## config.mk

```make
export PLATFORM = sky130hd
export DESIGN_NAME = stage_fetch
export DESIGN_NICKNAME = d
export VERILOG_FILES = /design/src/rtl/stage_fetch_pkg.sv /design/src/rtl/fetch_queue.sv /design/src/rtl/stage_fetch.sv
export SDC_FILE = /design/constraint.sdc
export NUM_CORES = 1
export LEC_CHECK = 0
export ABC_AREA = 1
export CAP_MARGIN = 30
export CORE_MARGIN = 2
export CORE_UTILIZATION = 58
export DETAILED_ROUTE_END_ITERATION = 7
export PLACE_DENSITY = 0.89
export SLEW_MARGIN = 10
export SYNTH_ARGS = -nofsm -noshare
export SYNTH_HDL_FRONTEND = slang
export SYNTH_SLANG_ARGS = --single-unit
```

## constraint.sdc

```tcl
create_clock -name clk -period 3 [get_ports clk]
set_input_delay 0.3 -clock clk [delete_from_list [all_inputs] [get_ports clk]]
set_output_delay 0.3 -clock clk [all_outputs]
set_load 0.01 [all_outputs]
```

## src/rtl/stage_fetch_pkg.sv

```systemverilog
// Shared fetch/decode constants: datapath width, boot PC, instruction size and queue depth.
// Decode imports the same package so both stages agree on these values.
package stage_fetch_pkg;

   localparam int          FETCH_DBITS    = 32;
   localparam logic [31:0] FETCH_START_PC = 32'h0000_0040;
   localparam int          INST_BYTES     = 4;
   localparam int          FETCH_DEPTH    = 4;

   // Width of a counter that must hold 0..depth inclusive.
   function automatic int cnt_w(input int depth);
      return $clog2(depth) + 1;
   endfunction

endpackage

```

## src/rtl/fetch_queue.sv

```systemverilog
// Synchronous FIFO of {pc, inst} pairs with flush; the head entry is read straight from
// the storage flops, so there is no combinational path from push data to the outputs.
module fetch_queue
   import stage_fetch_pkg::*;
#(
   parameter int DBITS = FETCH_DBITS,
   parameter int DEPTH = FETCH_DEPTH
) (
   input  logic                      clk,
   input  logic                      reset,
   input  logic                      push,
   input  logic [DBITS-1:0]          push_pc,
   input  logic [DBITS-1:0]          push_inst,
   input  logic                      pop,
   input  logic                      flush,
   output logic [cnt_w(DEPTH)-1:0]   occupancy,
   output logic [DBITS-1:0]          head_pc,
   output logic [DBITS-1:0]          head_inst
);

   localparam int AW = $clog2(DEPTH);
   localparam int CW = cnt_w(DEPTH);
   localparam logic [CW-1:0] DEPTH_C = CW'(DEPTH);

   logic [DBITS-1:0] pc_mem_q   [DEPTH];
   logic [DBITS-1:0] inst_mem_q [DEPTH];
   logic [AW-1:0]    wr_ptr_q, wr_ptr_d, rd_ptr_q, rd_ptr_d;
   logic [CW-1:0]    occ_q, occ_d;
   logic             do_push, do_pop;

   always_comb begin
      do_push  = push && !flush;
      do_pop   = pop && !flush && (occ_q != '0);
      wr_ptr_d = wr_ptr_q;
      rd_ptr_d = rd_ptr_q;
      occ_d    = occ_q;
      if (flush) begin
         wr_ptr_d = '0;
         rd_ptr_d = '0;
         occ_d    = '0;
      end else begin
         if (do_push) wr_ptr_d = wr_ptr_q + AW'(1);
         if (do_pop)  rd_ptr_d = rd_ptr_q + AW'(1);
         occ_d = occ_q + CW'(do_push) - CW'(do_pop);
      end
   end

   always_ff @(posedge clk or negedge reset) begin
      if (!reset) begin
         wr_ptr_q <= '0;
         rd_ptr_q <= '0;
         occ_q    <= '0;
         for (int i = 0; i < DEPTH; i++) begin
            pc_mem_q[i]   <= '0;
            inst_mem_q[i] <= '0;
         end
      end else begin
         wr_ptr_q <= wr_ptr_d;
         rd_ptr_q <= rd_ptr_d;
         occ_q    <= occ_d;
         if (do_push) begin
            pc_mem_q[wr_ptr_q]   <= push_pc;
            inst_mem_q[wr_ptr_q] <= push_inst;
         end
      end
   end

   // A simultaneous pop frees the slot the wrapped write pointer lands on.
   a_no_overflow: assert property (@(posedge clk) disable iff (!reset)
      !(push && !flush && !pop && occ_q == DEPTH_C));

   assign occupancy = occ_q;
   assign head_pc   = pc_mem_q[rd_ptr_q];
   assign head_inst = inst_mem_q[rd_ptr_q];

endmodule

```

## src/rtl/stage_fetch.sv

```systemverilog
// In-order fetch: owns the PC, issues credit-limited word requests, queues returned words
// with their PCs for decode, and on redirect flushes the queue and discards in-flight words.
module stage_fetch
   import stage_fetch_pkg::*;
#(
   parameter int               DBITS    = FETCH_DBITS,
   parameter logic [DBITS-1:0] START_PC = DBITS'(FETCH_START_PC),
   parameter int               DEPTH    = FETCH_DEPTH
) (
   input  logic             clk,
   input  logic             reset,
   output logic             imem_req,
   output logic [DBITS-1:0] imem_addr,
   input  logic             imem_ready,
   input  logic             imem_rvalid,
   input  logic [DBITS-1:0] imem_rdata,
   input  logic             redirect_valid,
   input  logic [DBITS-1:0] redirect_pc,
   output logic             inst_valid,
   output logic [DBITS-1:0] inst_word,
   output logic [DBITS-1:0] inst_pc,
   input  logic             inst_ready
);

   localparam int CW = cnt_w(DEPTH);
   localparam logic [CW:0] DEPTH_C = (CW+1)'(DEPTH);

   logic [DBITS-1:0] pc_q, pc_d, resp_pc_q, resp_pc_d;
   logic [CW-1:0]    outstanding_q, outstanding_d, drop_q, drop_d;
   logic [CW-1:0]    occupancy;
   logic [CW:0]      credit;
   logic             accept, push, pop;

   // Registered counts only, so inst_ready never reaches imem_req combinationally.
   assign credit     = {1'b0, outstanding_q} + {1'b0, occupancy};
   assign imem_req   = reset && (credit < DEPTH_C) && !redirect_valid;
   assign accept     = imem_req && imem_ready;
   assign imem_addr  = pc_q;
   assign inst_valid = (occupancy != '0);
   assign pop        = inst_valid && inst_ready && !redirect_valid;

   always_comb begin
      pc_d          = pc_q;
      resp_pc_d     = resp_pc_q;
      drop_d        = drop_q;
      push          = 1'b0;
      outstanding_d = outstanding_q + CW'(accept) - CW'(imem_rvalid);
      if (redirect_valid) begin
         pc_d      = redirect_pc;
         resp_pc_d = redirect_pc;
         // Everything still in flight after this cycle belongs to the old stream.
         drop_d    = outstanding_q - CW'(imem_rvalid);
      end else begin
         if (accept) pc_d = pc_q + DBITS'(INST_BYTES);
         if (imem_rvalid) begin
            if (drop_q != '0) begin
               drop_d = drop_q - CW'(1);
            end else begin
               push      = 1'b1;
               resp_pc_d = resp_pc_q + DBITS'(INST_BYTES);
            end
         end
      end
   end

   always_ff @(posedge clk or negedge reset) begin
      if (!reset) begin
         pc_q          <= START_PC;
         resp_pc_q     <= START_PC;
         outstanding_q <= '0;
         drop_q        <= '0;
      end else begin
         pc_q          <= pc_d;
         resp_pc_q     <= resp_pc_d;
         outstanding_q <= outstanding_d;
         drop_q        <= drop_d;
      end
   end

   fetch_queue #(
      .DBITS (DBITS),
      .DEPTH (DEPTH)
   ) u_queue (
      .clk       (clk),
      .reset     (reset),
      .push      (push),
      .push_pc   (resp_pc_q),
      .push_inst (imem_rdata),
      .pop       (pop),
      .flush     (redirect_valid),
      .occupancy (occupancy),
      .head_pc   (inst_pc),
      .head_inst (inst_word)
   );

endmodule

```

==> metrics <==
area overhead of the layout relative to synthesis 17.3%; total standard cell area after synthesis 16800 sq um; most used flip-flop cell after synthesis dfrtp_1; maximum resistive drop on vdd 0.448 mV; Yosys reg bits 333; clock period minus worst slack 2.84 ns; Num Clock Sinks 333; full die area 30400 sq um; global-route total usage across every layer 28.9%; number of buffers added on ports 167; top sig layer met4; Setup crit start kind flop; horizontal die dimension 174 um; clock tree from TritonCTS yes; via density per instance 5.81; unrepaired setup endpoints after global routing no; result of the run finished, final reports clean; vias in the first global route 14372; kind of critical path reg -> out; number of diodes added for antenna fixing 0; Final Routed Wirelength 43.4 mm; met3 layer wire length in the routed design 3.94 mm; WL met2 20.4 mm; Arr. time, crit path 2.54 ns; Core ar. 28600 sq um; count of yosys warnings during synthesis 0; I/O pin count 168; Die Height 174 um; Highest Clock Rate 0.352 GHz; average wire length per cell after detail routing 17.1 um; clock insertion delay at the later pin of the skew report 0.51 ns; Worst Path Required 2.70 ns; first-pass detailed-route iteration total 6; starting density of the core 58.8%; overall via count from detail_route 14735; largest net degree at the start of global routing 181; summed negative setup slack over all endpoints 0 ns; remaining number of nets flagged by the antenna check after routing 0; worst hold path type in -> reg; cell taking the most area after synthesis dfrtp_1; post-layout total power 17200 uW; proportion of register bits with asynchronous set or reset after synthesis 100%; clock-pin slew reported for the worst setup and hold paths after clock tree synthesis 0.06 ns; total count of max-transition violations in the final report 0; power density relative to cell area 870 nW/um^2; wire length of the first global-routing pass 72.3 mm; fillcell total 2146; routability congestion estimate from global placement 0.961; Synth area leaders dfrtp_1, nand2_1, o21ai_0, nor2_1, o21ai_2; portion of the post-synthesis area used by sequential elements 49.5%; Post-Place Worst Slack 0.464 ns; fraction of layout instances using a drive strength above 1 11.0%; Post-Synthesis Cells 2016; worst-path maximum fanout 68; fraction of post-synthesis cell area in the top cell type by area 49.2%; number of placement rows 62; max-capacitance violation count 0; remaining max-slew budget at the tightest pin 35.2%; portion of the clock cycle consumed by the worst path in the final layout 94.6%; synthesized net count 2104; worst-margin pin slew 0.972 ns; initial antenna violation count 0; CTS max path bufs 3; share of the core filled with cells in the final layout 68.9%; final number of hold-violating endpoints 0; Post-DP HPWL 27.0 mm; number of enable flip-flop cells after synthesis 0; total congestion overflow 0; number of nets in the layout 2214; average cell area after synthesis 8.35 sq um; Yosys cell types 45; final worst slack 0.163 ns; maximum clock skew at final layout 0.00937 ns; number of CTS-inserted buffers 36; Pleak 0.00915 uW; count of H-tree levels built during CTS 2; initial DRC count 1520; Critical Path End Type output pin; Setup-failing EPs final 0; CTS root buf clkbuf_16; post-route DRC violation count 0; Met1 Wirelength 17.8 mm
==> cell usage after synthesis, drive strengths merged (3+ instances only) <==
cell and n:
nor3 10, dfrtp 331, a21oi 27, nand4 5, clkbuf 41, o21ai 416
inv 118, nand3b 12, nor2 256, nand3 60, o22ai 64, buf 77
a31oi 9, o221ai 3, xor2 13, ha 16, nand2 536, o211ai 9
==> layout make-up <==
type	count	area (sq um)	share of cell area, %
tap	384	480	2.44
clock inverter	15	191	0.970
inverter	119	450	2.28
multi-input combinational	1446	7240	36.7
clock buffer	51	1050	5.31
sequential	333	8340	42.3
timing repair buffer	190	1980	10.0
==> final timing paths <==
check | end | from | slack (ns) | cells after the start
worst min-delay path | u_queue.occupancy[0] | redirect_valid | 0.18 | 2
max in group asynchronous | u_queue.pc_mem_q[123] | reset | 1.25 | 4
min in group asynchronous | u_queue.pc_mem_q[3] | reset | 0.44 | 3
worst max-delay path | inst_pc[27] | u_queue.rd_ptr_q[0] | 0.16 | 5
worst max register to register | outstanding_q[2] | u_queue.occupancy[1] | 0.44 | 12
worst min register to register | u_queue.inst_mem_q[40] | u_queue.inst_mem_q[40] | 0.48 | 2
==> cell usage in the layout, fill, tap and decap left out, drive strengths merged, types with 2 or more instances in the layout <==
cell type	count
nand3	60
nand2	536
o31ai	2
inv	118
nor3	10
xnor2	2
fa	2
clkinvlp	2
clkbuf	51
ha	16
nand4	5
a21oi	27
o221ai	3
buf	24
dfstp	2
dfrtp	331
o211ai	9
o21bai	2
o22ai	64
xor2	13
a31oi	9
nand3b	12
nor2	256
clkinv	10
o21ai	416
bufinv	4
clkdlybuf4s50	165
==> logic make-up (layout without fill, tap and decap cells) <==
| group | count (synthesis) | in the layout | share of synthesized area, % |
|---|---|---|---|
| and+or+nand+nor | 880 | 880 | 21.9 |
| AOI/OAI and AO/OA | 533 | 533 | 18.9 |
| DFF | 333 | 333 | 49.5 |
| buffers and inverters | 237 | 375 | 7.49 |
| adders and majority gates | 18 | 18 | 1.43 |
| xor gates and xnor gates | 15 | 15 | 0.781 |
==> worst max-delay path, cell delays in order, from the launching register on <==
cell and delay (ns):
dfrtp_4 0.49, clkinv_2 0.19, buf_12 0.31, o21ai_0 0.15
o22ai_1 0.25, clkdlybuf4s50_1 0.60
==> flip-flops by register name, indices dropped and copies added (netlist names), 3 cells and up <==
name                count
u_queue.occupancy       3
imem_addr              32
outstanding_q           3
resp_pc_q              32
u_queue.pc_mem_q      128
u_queue.inst_mem_q    128
drop_q                  3
==> per-stage QoR <==
| step | hold slack, ns | instances | area [sq um] |
|---|---|---|---|
| finish | 0.175 | 2538 | 19700 |
| global route | 0.182 | 2538 | 19700 |
| CTS | 0.169 | 2537 | 19700 |
| detailed placement | 0.383 | 2470 | 18500 |
| global placement | 0.377 | 2470 | 18500 |
| floorplan | 0.00441 | 2016 | 16800 |
==> power breakdown <==
part           switching [uW]  internal [uW]
Sequential                787           5600
Clock                    1820           2800
Combinational            3370           2800
Total                    5970          11200
==> routing by layer <==
layer	vias up	track usage, %
li1	6870	-
met1	7054	39.6
met2	712	47.0
met3	99	4.44
met4	0	10.5
met5	-	0
==> repair_timing <==
action	4_1_cts	5_1_grt
resized for setup	0	0
hold buffers	1	0
endpoints found under the hold margin	31	0
setup buffers	0	0
Note: power is estimated with default switching activity, not from simulation.
